--- src/rtl/bias_activation_pipe_if.sv ---
// rtl/bias_activation_pipe_if.sv - beat handshake, data and saturation-counter signals of bias_activation_pipe
interface bias_activation_pipe_if #(
  parameter int LANES      = 4,
  parameter int DATA_WIDTH = 16,
  parameter int ACC_WIDTH  = 32
);
  logic                          in_valid_i;
  logic                          in_ready_o;
  logic [1:0]                    activ_type_i;
  logic [LANES*ACC_WIDTH-1:0]    acc_i;
  logic [LANES*DATA_WIDTH-1:0]   bias_i;
  logic                          out_valid_o;
  logic                          out_ready_i;
  logic [LANES*DATA_WIDTH-1:0]   y_o;
  logic                          sat_o;
  logic                          sat_clr_i;
  logic [15:0]                   sat_count_o;

  modport master (
    output in_valid_i, activ_type_i, acc_i, bias_i, out_ready_i, sat_clr_i,
    input  in_ready_o, out_valid_o, y_o, sat_o, sat_count_o
  );

  modport slave (
    input  in_valid_i, activ_type_i, acc_i, bias_i, out_ready_i, sat_clr_i,
    output in_ready_o, out_valid_o, y_o, sat_o, sat_count_o
  );
endinterface

--- src/rtl/bias_activation_pipe.sv ---
// rtl/bias_activation_pipe.sv - multi-lane bias-add, saturating requantise and activation pipeline
// LEAKY_RELU_EN: when defined, mode 0 is leaky ReLU (slope 1/8) instead of plain ReLU
module bias_activation_pipe #(
  parameter int LANES      = 4,
  parameter int DATA_WIDTH = 16,
  parameter int ACC_WIDTH  = 32,
  parameter int FRAC_BITS  = 8,
  parameter int ACC_FRAC   = 16
) (
  input  logic                 clk_i,
  input  logic                 rst_i,
  bias_activation_pipe_if.slave bus
);

  localparam int SHIFT = ACC_FRAC - FRAC_BITS;

  localparam logic signed [ACC_WIDTH:0] QMAX = {{(ACC_WIDTH-DATA_WIDTH+2){1'b0}}, {(DATA_WIDTH-1){1'b1}}};
  localparam logic signed [ACC_WIDTH:0] QMIN = {{(ACC_WIDTH-DATA_WIDTH+2){1'b1}}, {(DATA_WIDTH-1){1'b0}}};
  localparam logic signed [DATA_WIDTH-1:0] SMAX = {1'b0, {(DATA_WIDTH-1){1'b1}}};
  localparam logic signed [DATA_WIDTH-1:0] SMIN = {1'b1, {(DATA_WIDTH-1){1'b0}}};

  // Sigmoid breakpoints and offsets, floor-quantised to the output Q format
  localparam logic [DATA_WIDTH-1:0] ONE   = DATA_WIDTH'(1 << FRAC_BITS);
  localparam logic [DATA_WIDTH-1:0] A_SAT = DATA_WIDTH'(5 << FRAC_BITS);
  localparam logic [DATA_WIDTH-1:0] A_MID = DATA_WIDTH'((19 << FRAC_BITS) >> 3);
  localparam logic [DATA_WIDTH-1:0] C_HI  = DATA_WIDTH'((27 << FRAC_BITS) >> 5);
  localparam logic [DATA_WIDTH-1:0] C_MID = DATA_WIDTH'((5 << FRAC_BITS) >> 3);
  localparam logic [DATA_WIDTH-1:0] C_LO  = DATA_WIDTH'(1 << (FRAC_BITS - 1));

  function automatic logic [DATA_WIDTH:0] requant(input logic signed [ACC_WIDTH-1:0]  acc,
                                                  input logic signed [DATA_WIDTH-1:0] bias);
    logic signed [ACC_WIDTH:0] sum;
    logic signed [ACC_WIDTH:0] q;
    sum = $signed({acc[ACC_WIDTH-1], acc})
        + ($signed({{(ACC_WIDTH+1-DATA_WIDTH){bias[DATA_WIDTH-1]}}, bias}) <<< SHIFT);
    q = sum >>> SHIFT;
    if (q > QMAX)
      requant = {1'b1, SMAX};
    else if (q < QMIN)
      requant = {1'b1, SMIN};
    else
      requant = {1'b0, q[DATA_WIDTH-1:0]};
  endfunction

  // |SMIN| comes out as 2^(DATA_WIDTH-1) unsigned, which lands in the saturated segment
  function automatic logic [DATA_WIDTH-1:0] sigmoid(input logic signed [DATA_WIDTH-1:0] x);
    logic [DATA_WIDTH-1:0] a;
    logic [DATA_WIDTH-1:0] f;
    a = x[DATA_WIDTH-1] ? (~x + 1'b1) : x;
    if (a >= A_SAT)
      f = ONE;
    else if (a >= A_MID)
      f = (a >> 5) + C_HI;
    else if (a >= ONE)
      f = (a >> 3) + C_MID;
    else
      f = (a >> 2) + C_LO;
    sigmoid = x[DATA_WIDTH-1] ? (ONE - f) : f;
  endfunction

  function automatic logic [DATA_WIDTH-1:0] tanh_f(input logic signed [DATA_WIDTH-1:0] x);
    logic signed [DATA_WIDTH-1:0] x2;
    logic [DATA_WIDTH-1:0]        s;
    if (x[DATA_WIDTH-1] != x[DATA_WIDTH-2])
      x2 = x[DATA_WIDTH-1] ? SMIN : SMAX;
    else
      x2 = {x[DATA_WIDTH-2:0], 1'b0};
    s = sigmoid(x2);
    tanh_f = (s << 1) - ONE;
  endfunction

  function automatic logic [DATA_WIDTH-1:0] activate(input logic [1:0] mode,
                                                     input logic signed [DATA_WIDTH-1:0] x);
    case (mode)
`ifdef LEAKY_RELU_EN
      2'd0:    activate = x[DATA_WIDTH-1] ? (x >>> 3) : x;
`else
      2'd0:    activate = x[DATA_WIDTH-1] ? '0 : x;
`endif
      2'd1:    activate = sigmoid(x);
      2'd2:    activate = tanh_f(x);
      default: activate = x;
    endcase
  endfunction

  logic                        s0_valid, s1_valid, s2_valid, s3_valid;
  logic                        en0, en1, en2, en3;
  logic [1:0]                  s0_mode, s1_mode;
  logic [LANES*ACC_WIDTH-1:0]  s0_acc;
  logic [LANES*DATA_WIDTH-1:0] s0_bias;
  logic [LANES*DATA_WIDTH-1:0] s1_x, s2_y, s3_y;
  logic [LANES-1:0]            s1_sat;
  logic                        s2_sat, s3_sat;
  logic [LANES*DATA_WIDTH-1:0] q_c, y_c;
  logic [LANES-1:0]            sat_c;
  logic [15:0]                 sat_count;

  // A stage may load when it is empty or its contents move on this edge
  assign en3 = !s3_valid || bus.out_ready_i;
  assign en2 = !s2_valid || en3;
  assign en1 = !s1_valid || en2;
  assign en0 = !s0_valid || en1;

  assign bus.in_ready_o  = en0;
  assign bus.out_valid_o = s3_valid;
  assign bus.y_o         = s3_y;
  assign bus.sat_o       = s3_sat;
  assign bus.sat_count_o = sat_count;

  always_comb begin
    q_c   = '0;
    sat_c = '0;
    y_c   = '0;
    for (int l = 0; l < LANES; l++) begin
      {sat_c[l], q_c[l*DATA_WIDTH +: DATA_WIDTH]} =
        requant(s0_acc[l*ACC_WIDTH +: ACC_WIDTH], s0_bias[l*DATA_WIDTH +: DATA_WIDTH]);
      y_c[l*DATA_WIDTH +: DATA_WIDTH] = activate(s1_mode, s1_x[l*DATA_WIDTH +: DATA_WIDTH]);
    end
  end

  always_ff @(posedge clk_i) begin
    if (rst_i) begin
      s0_valid <= 1'b0;
      s1_valid <= 1'b0;
      s2_valid <= 1'b0;
      s3_valid <= 1'b0;
    end else begin
      if (en0) s0_valid <= bus.in_valid_i;
      if (en1) s1_valid <= s0_valid;
      if (en2) s2_valid <= s1_valid;
      if (en3) s3_valid <= s2_valid;
    end
  end

  always_ff @(posedge clk_i) begin
    if (rst_i) begin
      s0_mode <= '0;
      s0_acc  <= '0;
      s0_bias <= '0;
      s1_mode <= '0;
      s1_x    <= '0;
      s1_sat  <= '0;
      s2_y    <= '0;
      s2_sat  <= 1'b0;
      s3_y    <= '0;
      s3_sat  <= 1'b0;
    end else begin
      if (en0 && bus.in_valid_i) begin
        s0_mode <= bus.activ_type_i;
        s0_acc  <= bus.acc_i;
        s0_bias <= bus.bias_i;
      end
      if (en1 && s0_valid) begin
        s1_mode <= s0_mode;
        s1_x    <= q_c;
        s1_sat  <= sat_c;
      end
      if (en2 && s1_valid) begin
        s2_y   <= y_c;
        s2_sat <= |s1_sat;
      end
      if (en3 && s2_valid) begin
        s3_y   <= s2_y;
        s3_sat <= s2_sat;
      end
    end
  end

  always_ff @(posedge clk_i) begin
    if (rst_i || bus.sat_clr_i)
      sat_count <= '0;
    else if (s3_valid && bus.out_ready_i && s3_sat && (sat_count != 16'hFFFF))
      sat_count <= sat_count + 16'd1;
  end

endmodule

--- src/flat_wrapper.sv ---
// flat-port wrapper written by rule: the top's interface ports become plain ports
module bias_activation_pipe_flat 
#(
  parameter int LANES      = 4,
  parameter int DATA_WIDTH = 16,
  parameter int ACC_WIDTH  = 32,
  parameter int FRAC_BITS  = 8,
  parameter int ACC_FRAC   = 16
)
  (clk_i, rst_i, bus_in_valid_i, bus_activ_type_i, bus_acc_i, bus_bias_i, bus_out_ready_i, bus_sat_clr_i, bus_in_ready_o, bus_out_valid_o, bus_y_o, bus_sat_o, bus_sat_count_o);
  bias_activation_pipe_if #(.LANES(LANES), .DATA_WIDTH(DATA_WIDTH), .ACC_WIDTH(ACC_WIDTH)) bus_i ();
  input  logic clk_i;
  input  logic rst_i;
  input wire logic [$bits(bus_i.in_valid_i)-1:0] bus_in_valid_i;
  input wire logic [$bits(bus_i.activ_type_i)-1:0] bus_activ_type_i;
  input wire logic [$bits(bus_i.acc_i)-1:0] bus_acc_i;
  input wire logic [$bits(bus_i.bias_i)-1:0] bus_bias_i;
  input wire logic [$bits(bus_i.out_ready_i)-1:0] bus_out_ready_i;
  input wire logic [$bits(bus_i.sat_clr_i)-1:0] bus_sat_clr_i;
  output wire logic [$bits(bus_i.in_ready_o)-1:0] bus_in_ready_o;
  output wire logic [$bits(bus_i.out_valid_o)-1:0] bus_out_valid_o;
  output wire logic [$bits(bus_i.y_o)-1:0] bus_y_o;
  output wire logic [$bits(bus_i.sat_o)-1:0] bus_sat_o;
  output wire logic [$bits(bus_i.sat_count_o)-1:0] bus_sat_count_o;
  assign bus_i.in_valid_i = bus_in_valid_i;
  assign bus_i.activ_type_i = bus_activ_type_i;
  assign bus_i.acc_i = bus_acc_i;
  assign bus_i.bias_i = bus_bias_i;
  assign bus_i.out_ready_i = bus_out_ready_i;
  assign bus_i.sat_clr_i = bus_sat_clr_i;
  assign bus_in_ready_o = bus_i.in_ready_o;
  assign bus_out_valid_o = bus_i.out_valid_o;
  assign bus_y_o = bus_i.y_o;
  assign bus_sat_o = bus_i.sat_o;
  assign bus_sat_count_o = bus_i.sat_count_o;
  bias_activation_pipe #(.LANES(LANES), .DATA_WIDTH(DATA_WIDTH), .ACC_WIDTH(ACC_WIDTH), .FRAC_BITS(FRAC_BITS), .ACC_FRAC(ACC_FRAC)) u_core (.clk_i(clk_i), .rst_i(rst_i), .bus(bus_i));
endmodule
--- config.mk ---
export PLATFORM = sky130hd
export DESIGN_NAME = bias_activation_pipe_flat
export DESIGN_NICKNAME = d
export VERILOG_FILES = /design/src/rtl/bias_activation_pipe_if.sv /design/src/rtl/bias_activation_pipe.sv /design/src/flat_wrapper.sv
export SDC_FILE = /design/constraint.sdc
export NUM_CORES = 1
export LEC_CHECK = 0
export ABC_CLOCK_PERIOD_IN_PS = 9650
export BUFFER_PORTS_ARGS = -buffer_cell sky130_fd_sc_hd__buf_4
export CAP_MARGIN = 20
export CORE_UTILIZATION = 25
export CTS_BUF_LIST = sky130_fd_sc_hd__clkbuf_2
export DETAILED_ROUTE_END_ITERATION = 8
export GPL_TIMING_DRIVEN = 0
export PLACE_DENSITY = 0.38
export SLEW_MARGIN = 0
export SYNTH_ARGS = -nofsm -noshare
export SYNTH_HDL_FRONTEND = slang
export SYNTH_SLANG_ARGS = --single-unit
--- constraint.sdc ---
create_clock -name clk_i -period 9.65 [get_ports clk_i]
set_clock_uncertainty 0.1 [all_clocks]
set_input_delay 1.93 -clock clk_i [delete_from_list [all_inputs] [get_ports clk_i]]
set_output_delay 1.93 -clock clk_i [all_outputs]
set_load 0.1 [all_outputs]
==> results.txt <==
- After routing, the total negative slack on setup checks comes to 0 ns.
- Counting distinct cell types in the post-synthesis netlist gives 100.
- Inst Count DP: between 5,000 and 6,000
- Area growth from synthesis to layout: 17.4%
- Critical-path cell list: clkbuf_1, inv_1, clkbuf_1, ha_1, clkbuf_1, nor4b_1, o2111ai_1, mux2i_1, nand4_1, or3_1, clkbuf_1, a211o_1, clkbuf_1, a211o_1, a211o_1, ha_1, a21o_1, ha_1, o31a_1, o21ai_0, a31oi_1, a21o_1
* Via Count: 31,827
- In the final layout, flip-flops and latches occupy 7650 sq um.
- Crit path required time: 10.73 ns
- The library cells used most frequently in the layout, excluding fill and tap cells, are sky130_fd_sc_hd__nand2_1 (733), sky130_fd_sc_hd__a21oi_1 (445), sky130_fd_sc_hd__dfxtp_1 (382).
- Total of hold buffers inserted after clock tree synthesis: 0
- When the netlist entered floorplanning its net count stood at between 4,000 and 5,000.
* Clock Sink Count: 382
* RSZ-0062 raised after global routing: false
* Leak Pwr: around 14 nW
* Count of placed standard cells in the final layout, fillers left out: 6,030
- The congestion estimate from routability-driven global placement came to between 0.8 and 0.9.
- IO buf count: 249
* Initial Util: 0.252
* Buffers plus inverters on the worst setup path: 6
- Net switching power: 2.22 mW
- Summed over all layers, the routed wires come to 132,000 microns.
- In this run the core area contains between 100 and 150 standard-cell rows.
- In the final routed layout, each cell accounts on average for roughly 22 microns.
- Clock-pin slew was measured on the worst setup and hold paths at 0.11 ns.
- The clock passes through at most 3 buffers.
- Worst IR Drop VDD: 0.0715 mV
* Number of placed I/O pins: 282
- Int Pwr: 2.85 mW
* TritonCTS buffer count: 117
- Before antenna repair, the detailed router went through 6 iterations.
- Depth of the CTS H-tree: 3
* DPL Wire Length: 104,000 microns
- The initial antenna violation count was 2.
- Share of the clock period used by the worst path after layout: 0.669
* PD cells: 148 nW/um^2
- At the end of the flow, the number of nets in the layout was approximately 4,800.
- Worst slew pin tran: around 1.2 ns
* Overall Global Routing Usage: 0.216
- Slew Limit Fails: 0
- CP max stage cell: sky130_fd_sc_hd__dfxtp_1
* Floorplan die area: between 100,000 and 150,000 sq um
* Total setup violations reported at the end of the flow: 0
- Mean post-synth cell area: 7.27 sq um
* Largest net degree at the start of global routing: 18
- Summing all multi-input logic gate instances after layout gives 20,200 sq um.
- First-pass GRT wire length: roughly 200,000 microns
- Starting DRC count in detailed routing: 2,472
- Most instantiated flip-flop cell in the synthesis netlist: sky130_fd_sc_hd__dfxtp_1
- The worst pin sits at a relative slew slack of 0.213.
- Summing all non-filler instances in the final layout gives an area of 34,400 sq um.
- After clock tree synthesis, the repair step resized 0 gates.
* Number of global-route vias before repair: 30,416
- Clock share of power: 0.252
- Counting stages on the worst path, the most repeated cell is sky130_fd_sc_hd__clkbuf_1.
* Sw frac: 0.438
* PnR Total Power: about 5.1 mW
- Dividing the detail-routed via count by the number of cells gives 5.28.
- Overflow left after global routing: 0
- The worst setup path is launched from a register.
* Maximum clock frequency: 155 MHz
- STA puts the critical path data arrival time at 7.54 ns.
* Crit-path max FO: 10
- The tool flagged a number of max-cap violations equal to 0.
* Crit end category: register
* Sequential-to-total area share from yosys stat: 0.261
- Width of the die: between 300 and 400 microns
- CTS root buf: sky130_fd_sc_hd__clkbuf_2
- Of the total power, registers draw 0.338.
- In the synthesized netlist the async set-or-reset flop fraction comes to 0.
- Layout cells sized above 1: 0.125
* Instance area at placement: 33,300 sq um
- The cell area that synthesis handed to floorplanning was a little under 30,000 sq um.
* Flip-flop and latch count after synthesis: around 380
* Classification of the worst setup path: register to register
- Run status: finished clean
- Fin. Hold Viols: 0
- Leading cell type in the layout, fill and taps excluded: sky130_fd_sc_hd__nand2_1
* Number of filler cells placed in the layout: 13,051
* Remaining antenna violation count: 0
- DRC errors left: 0
- Of the total power, combinational logic draws 0.410.
- The die is 344 microns tall.
- In the synthesized netlist, the number of instances is around 4,000.
* Hold crit path type: register to register
* Insertion delay of the later-clocked pin in the worst-skew pair: 1.40 ns
* Number of flops mapped to enable cells by yosys: 0
- For this run, the slowest stage of the critical path takes a little under 0.5 ns.
- CTS tree: built
- Post-route minimum period: 6.46 ns
- Synth warn: 0
- Cell type group with the largest total delay on the critical path: compound AO/OA/AOI/OAI gates
- Once the clock tree was built, the setup fixing pass inserted 0 buffers.
- The total area inside the core boundary comes to roughly 120,000 sq um.
-- logic make-up after synthesis --
group,Yosys count,synth area share
buf+inv,368,0.0477
mux,62,0.0219
simple gates,1581,0.253
flops,382,0.261
fa+ha+maj,159,0.0690
xor+xnor,195,0.0586
compound gates,1278,0.289
-- metrics by stage --
step	setup WS, ns	util	hold WS (ns)
6_report	3.19	0.296	0.220
5_1_grt	2.78	0.296	0.261
4_1_cts	3.24	0.295	0.258
3_5_place_dp	3.26	0.287	0.339
3_3_place_gp	3.24	0.284	0.344
2_1_floorplan	4.39	-	0.323
-- routing by layer --
metal / global-route usage / vias up / part of all wire
met3: 0.0272 / 196 / 0.050
met5: 0 / - / 0.000091
li1: - / 15559 / -
met4: 0.0761 / 2 / 0.031
met2: 0.336 / 951 / 0.43
met1: 0.306 / 15119 / 0.48
-- final cells by class --
class	instances	share of cell area
tap	1524	0.0555
inverter	87	0.00950
clock buffer	172	0.0251
clock inverter	34	0.00459
timing repair buffer	273	0.0626
multi-input combinational	3275	0.589
buffer	281	0.0312
antenna	2	0.000146
sequential	382	0.223
-- power by group through the flow --
stage	logic [mW]	registers (mW)	clock network, mW
after floorplan	1.42	1.73	0
after global placement	2.05	1.75	0
after detailed placement	2.04	1.75	0
after CTS	2.05	1.71	1.35
after global routing	2.28	1.72	1.43
final	2.08	1.71	1.28
-- state kept, by name, indices dropped and copies added (netlist names), 4 cells and up --
register and flops:
u_core.bus.sat_count_o 16, u_core.bus.y_o 64, u_core.s0_acc 96, u_core.s0_bias 64, u_core.s1_sat 4, u_core.s1_x 64
u_core.s2_y 64
-- worst register-to-register path: cells and delay by family, from the launching register on --
| kind | cells | cell delay (ns) |
|---|---|---|
| and+or+nand+nor | 3 | 0.90 |
| muxes | 1 | 0.24 |
| DFF | 1 | 0.49 |
| buffers and inverters | 6 | 1.80 |
| adders and majority gates | 3 | 0.78 |
| AOI/OAI and AO/OA | 9 | 2.10 |
-- path summary, 6_finish.rpt --
path                                            to             from  slack [ns]  cells past startpoint
worst max-delay path               u_core.s2_y[62]  u_core.s1_x[63]        3.19                     22
worst max register to register     u_core.s2_y[62]  u_core.s1_x[63]        3.19                     22
worst min-delay path            u_core.bus.y_o[10]  u_core.s2_y[10]        0.22                      2
worst min register to register  u_core.bus.y_o[10]  u_core.s2_y[10]        0.22                      2
-- synthesized netlist by cell type (all sizes together), types with 42 or more instances --
library cell | count | area share
a211oi | 100 | 0.026
a21o | 61 | 0.016
a21oi | 445 | 0.076
a31oi | 61 | 0.013
clkbuf | 251 | 0.032
dfxtp | 382 | 0.26
ha | 155 | 0.066
inv | 86 | 0.011
mux2i | 45 | 0.015
nand2 | 733 | 0.094
nand2b | 48 | 0.010
nand3 | 88 | 0.015
nor2 | 284 | 0.036
nor3 | 91 | 0.017
nor4 | 48 | 0.011
o21ai | 173 | 0.030
o31ai | 42 | 0.012
xnor2 | 113 | 0.034
xor2 | 82 | 0.025
(Power assumes the default switching activity.)
